### config.mk
export PLATFORM = sky130hd
export DESIGN_NAME = ps2_key_decoder
export DESIGN_NICKNAME = d
export VERILOG_FILES = /design/src/rtl/ps2_key_decoder.sv
export SDC_FILE = /design/constraint.sdc
export NUM_CORES = 1
export LEC_CHECK = 0
export ABC_AREA = 0
export BUFFER_PORTS_ARGS = -buffer_cell sky130_fd_sc_hd__buf_2
export CORE_AREA = 2 2 93 95
export CTS_BUF_LIST = sky130_fd_sc_hd__clkbuf_4 sky130_fd_sc_hd__clkbuf_8
export DETAILED_ROUTE_END_ITERATION = 6
export DIE_AREA = 0 0 95 97
export PLACE_DENSITY = 0.69
export SETUP_SLACK_MARGIN = 0.1
export SLEW_MARGIN = 5
export SYNTH_ARGS = -nofsm -noshare
export SYNTH_HDL_FRONTEND = slang
export SYNTH_SLANG_ARGS = --single-unit
### constraint.sdc
create_clock -name clk -period 3.2 [get_ports clk]
set_input_delay 0 -clock clk [delete_from_list [all_inputs] [get_ports clk]]
set_output_delay 0 -clock clk [all_outputs]
set_load 0.1 [all_outputs]
### src/rtl/ps2_key_decoder.sv
// PS/2 set-2 scan-code decoder: pops bytes from the keyboard FIFO, tracks
// shift/caps modifiers and presents one ASCII key event at a time.
module ps2_key_decoder (
  input  logic       clk,
  input  logic       rst,
  input  logic [7:0] kb_data,
  input  logic       kb_ready,
  input  logic       kb_overflow,
  output logic       kb_nextdata_n,
  output logic       key_valid,
  output logic [7:0] key_ascii,
  output logic [7:0] key_code,
  output logic       key_ext,
  input  logic       key_ack,
  output logic       caps_on,
  output logic       shift_on,
  output logic [7:0] key_count,
  output logic       ovf_seen
);

  localparam int unsigned DW     = 8;
  localparam int unsigned HOLD_W = 2;

  localparam logic [DW-1:0] C_BRK    = 8'hF0;
  localparam logic [DW-1:0] C_EXT    = 8'hE0;
  localparam logic [DW-1:0] C_LSHIFT = 8'h12;
  localparam logic [DW-1:0] C_RSHIFT = 8'h59;
  localparam logic [DW-1:0] C_CAPS   = 8'h58;

  typedef enum logic [1:0] {IDLE, BRK, EXT, EXTBRK} state_t;

  state_t            r_state, w_state_nxt;
  logic [DW-1:0]     r_byte;
  logic              r_byte_vld;
  logic [HOLD_W-1:0] r_hold;
  logic              r_nextdata_n;
  logic              r_key_valid;
  logic [DW-1:0]     r_key_ascii, r_key_code;
  logic              r_key_ext;
  logic              r_caps_on, r_caps_held, r_lshift, r_rshift, r_shift_on;
  logic [DW-1:0]     r_key_count;
  logic              r_ovf_seen;

  logic              w_accept, w_emit, w_ext, w_upper;
  logic [DW-1:0]     w_ascii;
  logic [2*DW:0]     w_map;
  logic              w_lshift_nxt, w_rshift_nxt, w_caps_nxt, w_caps_held_nxt;

  // {is_letter, plain, shifted}; plain==0 means the code is unmapped.
  function automatic logic [2*DW:0] f_map(input logic [DW-1:0] c);
    case (c)
      8'h1C: f_map = {1'b1, 8'h61, 8'h41};
      8'h32: f_map = {1'b1, 8'h62, 8'h42};
      8'h21: f_map = {1'b1, 8'h63, 8'h43};
      8'h23: f_map = {1'b1, 8'h64, 8'h44};
      8'h24: f_map = {1'b1, 8'h65, 8'h45};
      8'h2B: f_map = {1'b1, 8'h66, 8'h46};
      8'h34: f_map = {1'b1, 8'h67, 8'h47};
      8'h33: f_map = {1'b1, 8'h68, 8'h48};
      8'h43: f_map = {1'b1, 8'h69, 8'h49};
      8'h3B: f_map = {1'b1, 8'h6A, 8'h4A};
      8'h42: f_map = {1'b1, 8'h6B, 8'h4B};
      8'h4B: f_map = {1'b1, 8'h6C, 8'h4C};
      8'h3A: f_map = {1'b1, 8'h6D, 8'h4D};
      8'h31: f_map = {1'b1, 8'h6E, 8'h4E};
      8'h44: f_map = {1'b1, 8'h6F, 8'h4F};
      8'h4D: f_map = {1'b1, 8'h70, 8'h50};
      8'h15: f_map = {1'b1, 8'h71, 8'h51};
      8'h2D: f_map = {1'b1, 8'h72, 8'h52};
      8'h1B: f_map = {1'b1, 8'h73, 8'h53};
      8'h2C: f_map = {1'b1, 8'h74, 8'h54};
      8'h3C: f_map = {1'b1, 8'h75, 8'h55};
      8'h2A: f_map = {1'b1, 8'h76, 8'h56};
      8'h1D: f_map = {1'b1, 8'h77, 8'h57};
      8'h22: f_map = {1'b1, 8'h78, 8'h58};
      8'h35: f_map = {1'b1, 8'h79, 8'h59};
      8'h1A: f_map = {1'b1, 8'h7A, 8'h5A};
      8'h45: f_map = {1'b0, 8'h30, 8'h29};
      8'h16: f_map = {1'b0, 8'h31, 8'h21};
      8'h1E: f_map = {1'b0, 8'h32, 8'h40};
      8'h26: f_map = {1'b0, 8'h33, 8'h23};
      8'h25: f_map = {1'b0, 8'h34, 8'h24};
      8'h2E: f_map = {1'b0, 8'h35, 8'h25};
      8'h36: f_map = {1'b0, 8'h36, 8'h5E};
      8'h3D: f_map = {1'b0, 8'h37, 8'h26};
      8'h3E: f_map = {1'b0, 8'h38, 8'h2A};
      8'h46: f_map = {1'b0, 8'h39, 8'h28};
      8'h29: f_map = {1'b0, 8'h20, 8'h20};
      8'h5A: f_map = {1'b0, 8'h0D, 8'h0D};
      8'h66: f_map = {1'b0, 8'h08, 8'h08};
      default: f_map = '0;
    endcase
  endfunction

  // Holdoff covers the pop cycle and the one after it, while the FIFO head updates.
  assign w_accept = kb_ready && (r_hold == '0) && !r_key_valid;
  assign w_map    = f_map(r_byte);
  assign w_upper  = w_map[2*DW] ? (r_caps_on ^ r_shift_on) : r_shift_on;

  // Parser next-state and event decode.
  always_comb begin
    w_state_nxt      = r_state;
    w_emit           = 1'b0;
    w_ext            = 1'b0;
    w_ascii          = '0;
    w_lshift_nxt     = r_lshift;
    w_rshift_nxt     = r_rshift;
    w_caps_nxt       = r_caps_on;
    w_caps_held_nxt  = r_caps_held;
    if (r_byte_vld) begin
      case (r_state)
        IDLE: begin
          if (r_byte == C_BRK) begin
            w_state_nxt = BRK;
          end else if (r_byte == C_EXT) begin
            w_state_nxt = EXT;
          end else if (r_byte == C_LSHIFT) begin
            w_lshift_nxt = 1'b1;
          end else if (r_byte == C_RSHIFT) begin
            w_rshift_nxt = 1'b1;
          end else if (r_byte == C_CAPS) begin
            // Typematic repeats arrive while held and must not re-toggle.
            if (!r_caps_held) w_caps_nxt = !r_caps_on;
            w_caps_held_nxt = 1'b1;
          end else if (w_map[2*DW-1:DW] != '0) begin
            w_emit  = 1'b1;
            w_ascii = w_upper ? w_map[DW-1:0] : w_map[2*DW-1:DW];
          end
        end
        BRK: begin
          w_state_nxt = IDLE;
          if (r_byte == C_LSHIFT) w_lshift_nxt = 1'b0;
          if (r_byte == C_RSHIFT) w_rshift_nxt = 1'b0;
          if (r_byte == C_CAPS)   w_caps_held_nxt = 1'b0;
        end
        EXT: begin
          if (r_byte == C_BRK) begin
            w_state_nxt = EXTBRK;
          end else begin
            w_state_nxt = IDLE;
            w_emit      = 1'b1;
            w_ext       = 1'b1;
          end
        end
        default: w_state_nxt = IDLE;
      endcase
    end
  end

  always_ff @(posedge clk) begin
    if (rst) r_state <= IDLE;
    else     r_state <= w_state_nxt;
  end

  always_ff @(posedge clk) begin
    if (rst) begin
      r_byte       <= '0;
      r_byte_vld   <= 1'b0;
      r_hold       <= '0;
      r_nextdata_n <= 1'b1;
      r_key_valid  <= 1'b0;
      r_key_ascii  <= '0;
      r_key_code   <= '0;
      r_key_ext    <= 1'b0;
      r_caps_on    <= 1'b0;
      r_caps_held  <= 1'b0;
      r_lshift     <= 1'b0;
      r_rshift     <= 1'b0;
      r_shift_on   <= 1'b0;
      r_key_count  <= '0;
      r_ovf_seen   <= 1'b0;
    end else begin
      r_nextdata_n <= !w_accept;
      r_byte_vld   <= w_accept;
      if (w_accept)           r_byte <= kb_data;
      if (w_accept)           r_hold <= HOLD_W'(2);
      else if (r_hold != '0)  r_hold <= r_hold - HOLD_W'(1);
      r_lshift    <= w_lshift_nxt;
      r_rshift    <= w_rshift_nxt;
      r_shift_on  <= w_lshift_nxt | w_rshift_nxt;
      r_caps_on   <= w_caps_nxt;
      r_caps_held <= w_caps_held_nxt;
      if (w_emit) begin
        r_key_valid <= 1'b1;
        r_key_ascii <= w_ascii;
        r_key_code  <= r_byte;
        r_key_ext   <= w_ext;
        r_key_count <= r_key_count + DW'(1);
      end else if (r_key_valid && key_ack) begin
        r_key_valid <= 1'b0;
      end
      if (kb_overflow) r_ovf_seen <= 1'b1;
    end
  end

  assign kb_nextdata_n = r_nextdata_n;
  assign key_valid     = r_key_valid;
  assign key_ascii     = r_key_ascii;
  assign key_code      = r_key_code;
  assign key_ext       = r_key_ext;
  assign caps_on       = r_caps_on;
  assign shift_on      = r_shift_on;
  assign key_count     = r_key_count;
  assign ovf_seen      = r_ovf_seen;

endmodule

==> results of run 1 <==
[final cells by class]
type                    instances  area (um2)
fillers                       775        4008
multi-input cells             342        2245
flip-flops and latches         58        1162
repair buffers                 56       325.3
clock buffers                  11       145.1
well taps                     105       131.4
inverters                      23       87.58
clock inverters                 5       30.03
[layout by cell type, fill, tap and decap left out, types with 4 or more instances in the layout]
master,n
nor3b_1,7
nand3b_1,5
a21oi_1,35
nor3_1,12
mux2i_1,26
o2bb2ai_1,6
nand4_1,8
clkinv_2,4
inv_1,20
buf_2,41
nand2b_1,13
nand2_1,25
nor2_1,50
o21bai_1,4
a31oi_1,6
mux2_2,6
nand3_1,20
o21ai_0,8
a311oi_1,4
dfxtp_1,57
clkbuf_8,10
nor2b_1,10
buf_4,12
ha_1,8
or3_1,10
and3_1,7
[worst max-delay path by stage]
| stage | depth (start not counted) | to | start | slack, ns |
|---|---|---|---|---|
| 3_5_place_dp | 8 | flop | r_hold[1] | 0.51 |
| 6_report | 8 | flop | r_hold[1] | 0.46 |
| 2_1_floorplan | 13 | flop | key_valid | 0.13 |
| 5_1_grt | 10 | flop | r_hold[1] | 0.30 |
| 4_1_cts | 8 | flop | r_hold[1] | 0.50 |
| 3_3_place_gp | 8 | flop | key_valid | 0.55 |
[power by group through the flow]
stage / clock network [mW] / logic (mW) / registers (mW)
after floorplan: 0 / 0.258 / 0.809
after global placement: 0 / 0.376 / 0.790
after detailed placement: 0 / 0.377 / 0.790
after CTS: 0.622 / 0.381 / 0.773
after global routing: 0.650 / 0.420 / 0.777
final: 0.607 / 0.388 / 0.775
[critical path: cells and delay by family, from the launching register on]
family	cells	cell delay (ns)
and+or+nand+nor	3	1.01
AOI/OAI and AO/OA	2	0.52
buffers and inverters	2	0.45
DFF	1	0.35
muxes	1	0.29
[what timing repair did]
action,CTS,global route
hold buffers,3,0
endpoints found under the hold margin,3,0
setup endpoints to repair,0,0
[per-stage QoR]
stage                     instances  cell area (um2)  hold slack [ns]
after floorplan                 459             3640           0.1158
after global placement          581             3921           0.2029
after detailed placement        581             3921           0.2114
after CTS                       600             4126          0.02053
after global routing            600             4126          0.03009
final                           600             4126          0.03859
[synthesized netlist by cell type, drive strengths merged, types with 3 or more instances]
| cell type | number |
|---|---|
| dfxtp | 58 |
| nor2 | 51 |
| a21oi | 36 |
| mux2i | 26 |
| nand2 | 25 |
| inv | 21 |
| buf | 20 |
| nand3 | 20 |
| clkbuf | 16 |
| nand2b | 13 |
| nor3 | 12 |
| o21ai | 11 |
| nor2b | 10 |
| or3 | 10 |
| ha | 8 |
| mux2 | 8 |
| nand4 | 8 |
| and3 | 7 |
| nor3b | 7 |
| a31oi | 6 |
| o2bb2ai | 6 |
| nand3b | 5 |
| a211oi | 4 |
| a311oi | 4 |
| nor4b | 4 |
| o21bai | 4 |
| a21o | 3 |
| a221o | 3 |
| a22oi | 3 |
| a2bb2oi | 3 |
| a31o | 3 |
| nor4 | 3 |
| o41ai | 3 |
[layer usage]
layer | share of wire [%] | up-vias
li1 | - | 1726
met1 | 45 | 1689
met2 | 44 | 178
met3 | 7.5 | 31
met4 | 3.7 | 0
met5 | 0 | -
[kinds of logic after synthesis]
| logic type | after synthesis | synth area share, % |
|---|---|---|
| flops | 58 | 31.91 |
| other cells | 1 | 0.1031 |
| buf+inv | 59 | 6.740 |
| fa+ha+maj | 8 | 2.751 |
| compound gates | 111 | 21.08 |
| mux | 34 | 9.732 |
| xor+xnor | 3 | 0.7223 |
| simple gates | 185 | 26.96 |
==> run summary, run 1 <==
====================================================================================================
Count of endpoints failing setup in the final report ..................................            0
Clock-pin slew reported for the worst setup and hold paths after clock tree synthesis .      0.07 ns
Warning count from the yosys run ......................................................            0
Clock tree root driver cell ...........................................................     clkbuf_8
Final Core Density ....................................................................       50.73%
Internal portion of total power .......................................................     1.182 mW
Global routing usage on met2 ..........................................................       32.73%
Overall routing resource usage ........................................................       22.75%
CTS HTree Levels ......................................................................            3
DRC ...................................................................................            0
Most area-hungry cell type in the Yosys netlist .......................................      dfxtp_1
RD Place Congestion ...................................................................       0.9939
Critical Path Fanout Max ..............................................................           19
Net count, final ......................................................................          511
Count of distinct cell types in the synthesized netlist ...............................           73
Layer with the highest usage after global routing .....................................         met2
Synth Net Count .......................................................................          480
Worst slew margin relative to its limit ...............................................       54.24%
Final Critical Period .................................................................     2.737 ns
Maximum clock rate ....................................................................    365.4 MHz
Launch instance of the worst register-to-register path ................................    r_hold[1]
Number of register bits inferred by synthesis .........................................           58
Starting density of the core ..........................................................       44.73%
Share of flip-flops with an asynchronous set or reset after synthesis .................           0%
Routed via count divided by cell count ................................................        6.040
Critical path start-end classification ................................................      reg2reg
Worst reg2reg setup slack .............................................................      0.46 ns
Die area ..............................................................................     9215 um2
Detailed Routing Iterations Pass 1 ....................................................            5
Initial antenna violation count .......................................................            0
Power Density ......................................................................... 428.9 nW/um2
Cells on Worst Hold Path ..............................................................            3
Synth Instances .......................................................................          459
Peak ir drop on the vdd network .......................................................    0.1634 mV
Number of violations of the max-capacitance limit .....................................            0
Switching power share of the total ....................................................       33.23%
P_leak ................................................................................     1.706 nW
Grt total ovfl ........................................................................            0
Post-Syn Area .........................................................................     3638 um2
Clk_lat worst skew ....................................................................      0.34 ns
Sequential fraction of design power ...................................................        43.8%
Worst-path cell chain ................................................................. or4b_1 -> buf_4 -> mux2_4 -> clkinv_2 -> and3_1 -> a211oi_2 -> nand3_1 -> a221o_1
Measured slew at the worst slew-check pin .............................................    0.6840 ns
Y dimension of the die ................................................................        97 um
Area growth from synthesis to layout ..................................................       13.41%
Half-perimeter wire length of the detailed placement result ...........................      7389 um
Ys flop type ..........................................................................      dfxtp_1
Slowest cell on crit path .............................................................       or4b_1
Detailed router's first-iteration violation count .....................................          397
Final Power ...........................................................................     1.770 mW
Run status ............................................................................    completed
IO Count ..............................................................................           43
Synth top area cells .................................................................. dfxtp_1 32%, mux2i_1 7.2%, nor2_1 5.2%, a21oi_1 5.0%, ha_1 2.8%
Number of gates given a new drive strength after cts ..................................            0
Net load switching power ..............................................................    0.5880 mW
Wire length of the first global-routing pass ..........................................     16490 um
Met3 Track Usage GR ...................................................................       4.829%
CTS tree ..............................................................................          yes
Placement Setup Slack .................................................................    0.5132 ns
Horizontal extent of the die ..........................................................        95 um
Peak per-stage delay on the critical path .............................................      0.57 ns
Num Clock Sinks .......................................................................           58
Top cell type's share of synthesized area .............................................       31.91%
Share of total power in the clock network .............................................        34.3%
# rows ................................................................................           33
Share of power burned in combinational logic ..........................................        21.9%
Kind of start point of the critical path ..............................................         flop
Layout cells sized above 1 ............................................................       18.18%
Area of the placeable core ............................................................     8134 um2
Pin count of the biggest net entering global routing ..................................           30
Final hold violation count ............................................................            0
Worst Reg-to-Reg Cells ................................................................            8
Part of the Yosys area used for sequential elements ...................................       31.91%
Max Transition Viols Final ............................................................            0
GRT met1 Usage ........................................................................       31.40%
Minimum setup slack in the final design ...............................................    0.4632 ns
Critical path data arrival time .......................................................      2.96 ns
Type of the worst min-delay path ......................................................       in2reg
Setup fix buffers added after clock tree synthesis ....................................            0
Number of global-route vias before repair .............................................         3242
Post-synthesis area per instance ......................................................    7.927 um2
Hold_sp ...............................................................................   kb_data[6]
Worst-case clock skew .................................................................   0.01294 ns
Setup crit end kind ...................................................................         flop
Detailed-route wire length per cell ...................................................     17.02 um
Number of CTS-inserted buffers ........................................................            9
Final wirelength ......................................................................     10210 um
Total number of vias ..................................................................         3624
Maximum clock path buffer count .......................................................            2
Number of I/O port buffers ............................................................           41
Endpoint, Worst Hold ..................................................................    r_byte[6]
Period Utilization, post-route ........................................................       85.52%
Aggregate negative setup slack ........................................................         0 ns
Antenna-violating nets left ...........................................................            0
Number of enable-type register cells in the synthesized netlist .......................            0
Req. time, crit path ..................................................................      3.43 ns
RSZ-0062 raised after global routing ..................................................        false
Antenna cells .........................................................................            0
====================================================================================================
(Power assumes the default switching activity.)
==> run 2, diff against run 1 <==
BUFFER_PORTS_ARGS = default   (was -buffer_cell sky130_fd_sc_hd__buf_2)
DONT_BUFFER_PORTS = 1   (was default)
PLACE_DENSITY = 0.64   (was 0.69)
==> run 2 against run 1 <==
Effect of this change:
- final cell count down 3.5%
- non-clock buffer count down 21
- global-route usage up 1.6 points
- via count down 2.1%
- sequential share of layout area down 0.12 points
- critical path depth up 3
- largest cell class unchanged
- register-to-register slack worse by 0.10 ns
- die area unchanged
- total power up 8.8%
- routed wire length up 4.9%
- maximum frequency down 3.6%
- clock power up 28%
==> run summary, run 2 (synthesis gave the netlist of run 1 again) <==
====================================================================================================
Run status ............................................................................    completed
CTS tree ..............................................................................          yes
Grt total ovfl ........................................................................            0
Final std cells w/o fill ..............................................................          579
Minimum setup slack in the final design ...............................................    0.3618 ns
Sequential fraction of design power ...................................................        41.3%
Worst slew margin relative to its limit ...............................................       34.01%
Worst Reg-to-Reg Cells ................................................................           11
Most frequent cells in the layout ..................................................... 57 x dfxtp_1, 50 x nor2_1, 35 x a21oi_1, 26 x mux2i_1, 26 x buf_4
Worst reg2reg setup slack .............................................................      0.36 ns
Hold_sp ...............................................................................   kb_data[1]
Detailed Routing Iterations Pass 1 ....................................................            5
Type of the worst min-delay path ......................................................       in2reg
Endpoint, Worst Hold ..................................................................    r_byte[1]
Routed via count divided by cell count ................................................        6.130
Share of total power in the clock network .............................................        40.2%
Req. time, crit path ..................................................................      3.49 ns
# rows ................................................................................           33
Most frequent standard cell in the layout excluding fill and tap cells ................      dfxtp_1
Area growth from synthesis to layout ..................................................       13.89%
Layout cells sized above 1 ............................................................       13.50%
Final hold violation count ............................................................            0
Final wirelength ......................................................................     10720 um
Horizontal extent of the die ..........................................................        95 um
Starting density of the core ..........................................................       44.73%
Max Transition Viols Final ............................................................            0
Maximum clock path buffer count .......................................................            2
Setup crit end kind ...................................................................         flop
# placed instances ....................................................................          554
Num Clock Sinks .......................................................................           58
Period Utilization, post-route ........................................................       88.69%
Total number of vias ..................................................................         3549
Initial antenna violation count .......................................................            0
Final Core Density ....................................................................       50.95%
Share of power burned in combinational logic ..........................................        18.5%
Maximum clock rate ....................................................................    352.3 MHz
Critical path data arrival time .......................................................      3.13 ns
Placement Setup Slack .................................................................    0.4082 ns
Number of CTS-inserted buffers ........................................................            9
DRC ...................................................................................            0
CTS HTree Levels ......................................................................            3
Critical path start-end classification ................................................      reg2reg
Wire length of the first global-routing pass ..........................................     17460 um
Area of the placeable core ............................................................     8134 um2
Measured slew at the worst slew-check pin .............................................    0.9885 ns
RD Place Congestion ...................................................................       0.9229
Die area ..............................................................................     9215 um2
Antenna-violating nets left ...........................................................            0
Net count, final ......................................................................          490
RSZ-0062 raised after global routing ..................................................        false
Overall routing resource usage ........................................................       24.33%
Kind of start point of the critical path ..............................................         flop
Internal portion of total power .......................................................     1.342 mW
Number of I/O port buffers ............................................................            0
Detailed router's first-iteration violation count .....................................          354
Cells on Worst Hold Path ..............................................................            3
Aggregate negative setup slack ........................................................         0 ns
Launch instance of the worst register-to-register path ................................    key_valid
Peak ir drop on the vdd network .......................................................    0.2276 mV
Worst-case clock skew .................................................................   0.01213 ns
Pin count of the biggest net entering global routing ..................................           45
Critical Path Fanout Max ..............................................................            9
Antenna cells .........................................................................            0
Number of gates given a new drive strength after cts ..................................            0
Y dimension of the die ................................................................        97 um
Half-perimeter wire length of the detailed placement result ...........................      7466 um
Number of global-route vias before repair .............................................         3324
Detailed-route wire length per cell ...................................................     18.51 um
Final Critical Period .................................................................     2.838 ns
Clock-pin slew reported for the worst setup and hold paths after clock tree synthesis .      0.07 ns
Number of violations of the max-capacitance limit .....................................            0
Count of endpoints failing setup in the final report ..................................            0
Clock tree root driver cell ...........................................................     clkbuf_8
Power Density ......................................................................... 464.8 nW/um2
Clk_lat worst skew ....................................................................      0.36 ns
Switching power share of the total ....................................................       30.34%
IO Count ..............................................................................           43
Net load switching power ..............................................................    0.5844 mW
P_leak ................................................................................     1.634 nW
====================================================================================================
==> run 2: cell types whose count changed in the layout (fill, tap and decap cells not counted) <==
cell           change
buf_12             +1
buf_2             -41
buf_4             +14
bufinv_16          +2
clkinv_2           -1
clkinvlp_4         -1
dlygate4sd3_1      +5
==> run 2: how the worst max path moves through the flow <==
stage	start	to	slack [ns]	depth (start not counted)
floorplan	key_valid	flop	0.13	13
global placement	key_valid	flop	0.46	8
detailed placement	key_valid	flop	0.41	9
CTS	key_valid	flop	0.36	9
global route	key_valid	flop	0.10	11
finish	key_valid	flop	0.36	11
==> run 2: cell type report <==
type	count	area [um2]
sequential	58	1162
timing repair buffer	35	295.3
fill	808	3990
clock buffer	11	145.1
inverter	23	87.58
multi-input combinational	342	2245
tap	105	131.4
clock inverter	5	77.57
==> run 2: critical path, cell delays in order, from the launching register on <==
cell,delay [ns]
dfxtp_2,0.35
nor4b_4,0.50
buf_4,0.25
nand2_1,0.07
a21o_1,0.22
inv_1,0.10
ha_1,0.35
inv_1,0.12
a221oi_1,0.28
o32ai_1,0.13
a21oi_1,0.23
a221o_1,0.16
==> run 2: metrics by stage <==
step                hold WS (ns)  area, um2  power, mW
finish                   0.02509       4144      1.926
global placement         0.07449       3821      1.137
detailed placement       0.07669       3821      1.139
floorplan                 0.1158       3640      1.067
global route             0.03430       4144      2.003
CTS                      0.01269       4144      1.927
==> run 2: routing by layer <==
layer | share of wire [%] | track usage (%)
met4 | 3.3 | 10.48
met2 | 46 | 36.55
met1 | 43 | 33.19
met3 | 7.6 | 5.452
met5 | 0 | 0
==> run 2: repair_timing <==
| item | CTS | global route |
|---|---|---|
| endpoints found under the hold margin | 43 | 0 |
| buffers inserted | 0 | 0 |
| hold buffers | 9 | 0 |
==> run 2: power groups by stage <==
stage	clock network (mW)	registers, mW	logic [mW]
global route	0.820	0.798	0.385
global placement	0	0.810	0.327
detailed placement	0	0.811	0.328
finish	0.774	0.795	0.356
floorplan	0	0.809	0.258
CTS	0.782	0.794	0.351
==> run 3, diff against run 2 <==
==> constraint.sdc (replaced) <==
create_clock -name clk -period 3.2 [get_ports clk]
set_input_delay 0 -clock clk [delete_from_list [all_inputs] [get_ports clk]]
set_output_delay 0 -clock clk [all_outputs]
set_load 0.02 [all_outputs]
==> run 3 against run 2 <==
Effect of this change:
- cell area down 2.3%
- total power down 1.9%
- first-iteration DRC count up 21%
- sequential power down 2%
- utilization down 1.2 points
- combinational power down 5.9%
- worst hold slack better by 0.0099 ns
- worst setup slack worse by 0.037 ns
- clock skew up 0.00064 ns
- maximum frequency down 1.3%
- register-to-register slack worse by 0.04 ns
- routed wire length up 1.3%
==> run summary, run 3 (synthesis gave the netlist of run 1 again) <==
====================================================================================================
Peak per-stage delay on the critical path .............................................      0.47 ns
Horizontal extent of the die ..........................................................        95 um
Family with the most delay on the worst path .......................................... compound AO/OA/AOI/OAI gates
Power Density ......................................................................... 466.7 nW/um2
Area growth from synthesis to layout ..................................................       11.31%
Grt total ovfl ........................................................................            0
Total number of vias ..................................................................         3491
P_leak ................................................................................     1.559 nW
# rows ................................................................................           33
Critical path data arrival time .......................................................      3.07 ns
Setup fix buffers added after clock tree synthesis ....................................            0
Clk_lat worst skew ....................................................................      0.34 ns
Critical Path Fanout Max ..............................................................           18
CTS HTree Levels ......................................................................            3
Overall routing resource usage ........................................................       24.57%
Final Instance Area ...................................................................     4050 um2
Req. time, crit path ..................................................................      3.40 ns
Period Utilization, post-route ........................................................       89.84%
Layout cells sized above 1 ............................................................       10.85%
Worst-path cell chain ................................................................. nor4b_4 -> buf_4 -> mux2_2 -> inv_2 -> ha_1 -> nand2_1 -> a22oi_1 -> a2bb2oi_1 -> o311ai_1
Worst reg2reg setup slack .............................................................      0.33 ns
Num Clock Sinks .......................................................................           58
RSZ-0062 raised after global routing ..................................................        false
Detailed-route wire length per cell ...................................................     19.17 um
Antenna cells .........................................................................            0
Final hold violation count ............................................................            0
Clock-pin slew reported for the worst setup and hold paths after clock tree synthesis .      0.07 ns
RD Place Congestion ...................................................................       0.9079
DRC ...................................................................................            0
Setup crit end kind ...................................................................         flop
Net count, final ......................................................................          477
Detailed router's first-iteration violation count .....................................          427
Final Core Density ....................................................................       49.79%
Routed via count divided by cell count ................................................        6.168
CP Buf/Inv Count ......................................................................            2
Maximum clock path buffer count .......................................................            2
Aggregate negative setup slack ........................................................         0 ns
Number of violations of the max-capacitance limit .....................................            0
Initial antenna violation count .......................................................            0
CTS tree ..............................................................................          yes
Final Critical Period .................................................................     2.875 ns
IO Count ..............................................................................           43
Die area ..............................................................................     9215 um2
Critical path start-end classification ................................................      reg2reg
Antenna-violating nets left ...........................................................            0
Dpl cell area .........................................................................     3715 um2
Peak ir drop on the vdd network .......................................................    0.1827 mV
Number of CTS-inserted buffers ........................................................            9
Starting density of the core ..........................................................       44.73%
Detailed Routing Iterations Pass 1 ....................................................            5
Slowest cell on crit path .............................................................       mux2_2
Max Transition Viols Final ............................................................            0
Run status ............................................................................    completed
Wire length of the first global-routing pass ..........................................     17670 um
Final wirelength ......................................................................     10850 um
Half-perimeter wire length of the detailed placement result ...........................      7505 um
Number of global-route vias before repair .............................................         3272
Kind of start point of the critical path ..............................................         flop
Type of the worst min-delay path ......................................................       in2reg
Count of endpoints failing setup in the final report ..................................            0
Pin count of the biggest net entering global routing ..................................           44
Worst-case clock skew .................................................................   0.01278 ns
Worst slew margin relative to its limit ...............................................       51.50%
Clock tree root driver cell ...........................................................     clkbuf_8
Maximum clock rate ....................................................................    347.9 MHz
Most frequent standard cell in the layout excluding fill and tap cells ................      dfxtp_1
Area of the placeable core ............................................................     8134 um2
Most frequent cells in the layout ..................................................... 58 x dfxtp_1, 50 x nor2_1, 35 x a21oi_1, 26 x mux2i_1, 25 x nand2_1
Number of I/O port buffers ............................................................            0
Measured slew at the worst slew-check pin .............................................    0.7250 ns
Y dimension of the die ................................................................        97 um
====================================================================================================
## run 3: cell types whose count changed in the layout (fill, tap and decap cells not counted), sizes merged
| cell | change |
|---|---|
| dlygate4sd3 | +1 |
| buf | -14 |
## run 3: routing by layer
layer / up-vias / routed length [um] / global-route usage [%]
met4: 0 / 280 / 8.584
met1: 1668 / 4782 / 32.95
met2: 143 / 5059 / 38.19
met3: 25 / 728 / 5.919
li1: 1655 / - / -
met5: - / 0 / 0
## run 3: through the flow
stage / setup slack (ns) / cells / power, mW / hold WS [ns]
after floorplan: 0.2750 / 459 / 1.034 / 0.1158
after global placement: 0.3782 / 540 / 1.103 / 0.08134
after detailed placement: 0.3555 / 540 / 1.102 / 0.08493
after CTS: 0.3345 / 566 / 1.894 / 0.009979
after global routing: 0.1917 / 566 / 1.980 / 0.04052
final: 0.3252 / 566 / 1.890 / 0.03501
## run 3: final cells by class
cell class | count | area (um2)
Clock inverter | 5 | 77.57
Tap cell | 105 | 131.4
Inverter | 23 | 87.58
Timing Repair Buffer | 22 | 200.2
Multi-Input combinational cell | 342 | 2247
Fill cell | 796 | 4084
Sequential cell | 58 | 1161
Clock buffer | 11 | 145.1
## run 3: where the power goes
| part | leakage, nW | internal [mW] | total [mW] | switching [mW] |
|---|---|---|---|---|
| clock network | 0.113 | 0.466 | 0.773 | 0.307 |
| logic | 0.977 | 0.130 | 0.335 | 0.204 |
| registers | 0.470 | 0.744 | 0.782 | 0.0376 |
| total | 1.56 | 1.34 | 1.89 | 0.549 |
## run 3: what timing repair did
| item | CTS | global route |
|---|---|---|
| hold buffers | 10 | 0 |
| hold endpoints to repair | 43 | 0 |
| setup endpoints to repair | 0 | 1 |
| gates resized for setup | 0 | 1 |
## run 3: worst paths after layout
kind	startpoint	end	cells past startpoint
max	key_valid	flop	9
min reg2reg	flop	key_ascii[2]	1
max reg2reg	key_valid	flop	9
min	rst	key_ascii[0]	2
## run 3: worst register-to-register path: stages, from the launching register on
cell and delay [ns]:
dfxtp_1 0.42, nor4b_4 0.40, buf_4 0.29, mux2_2 0.47, inv_2 0.23, ha_1 0.23, nand2_1 0.06, a22oi_1 0.19
a2bb2oi_1 0.28, o311ai_1 0.16
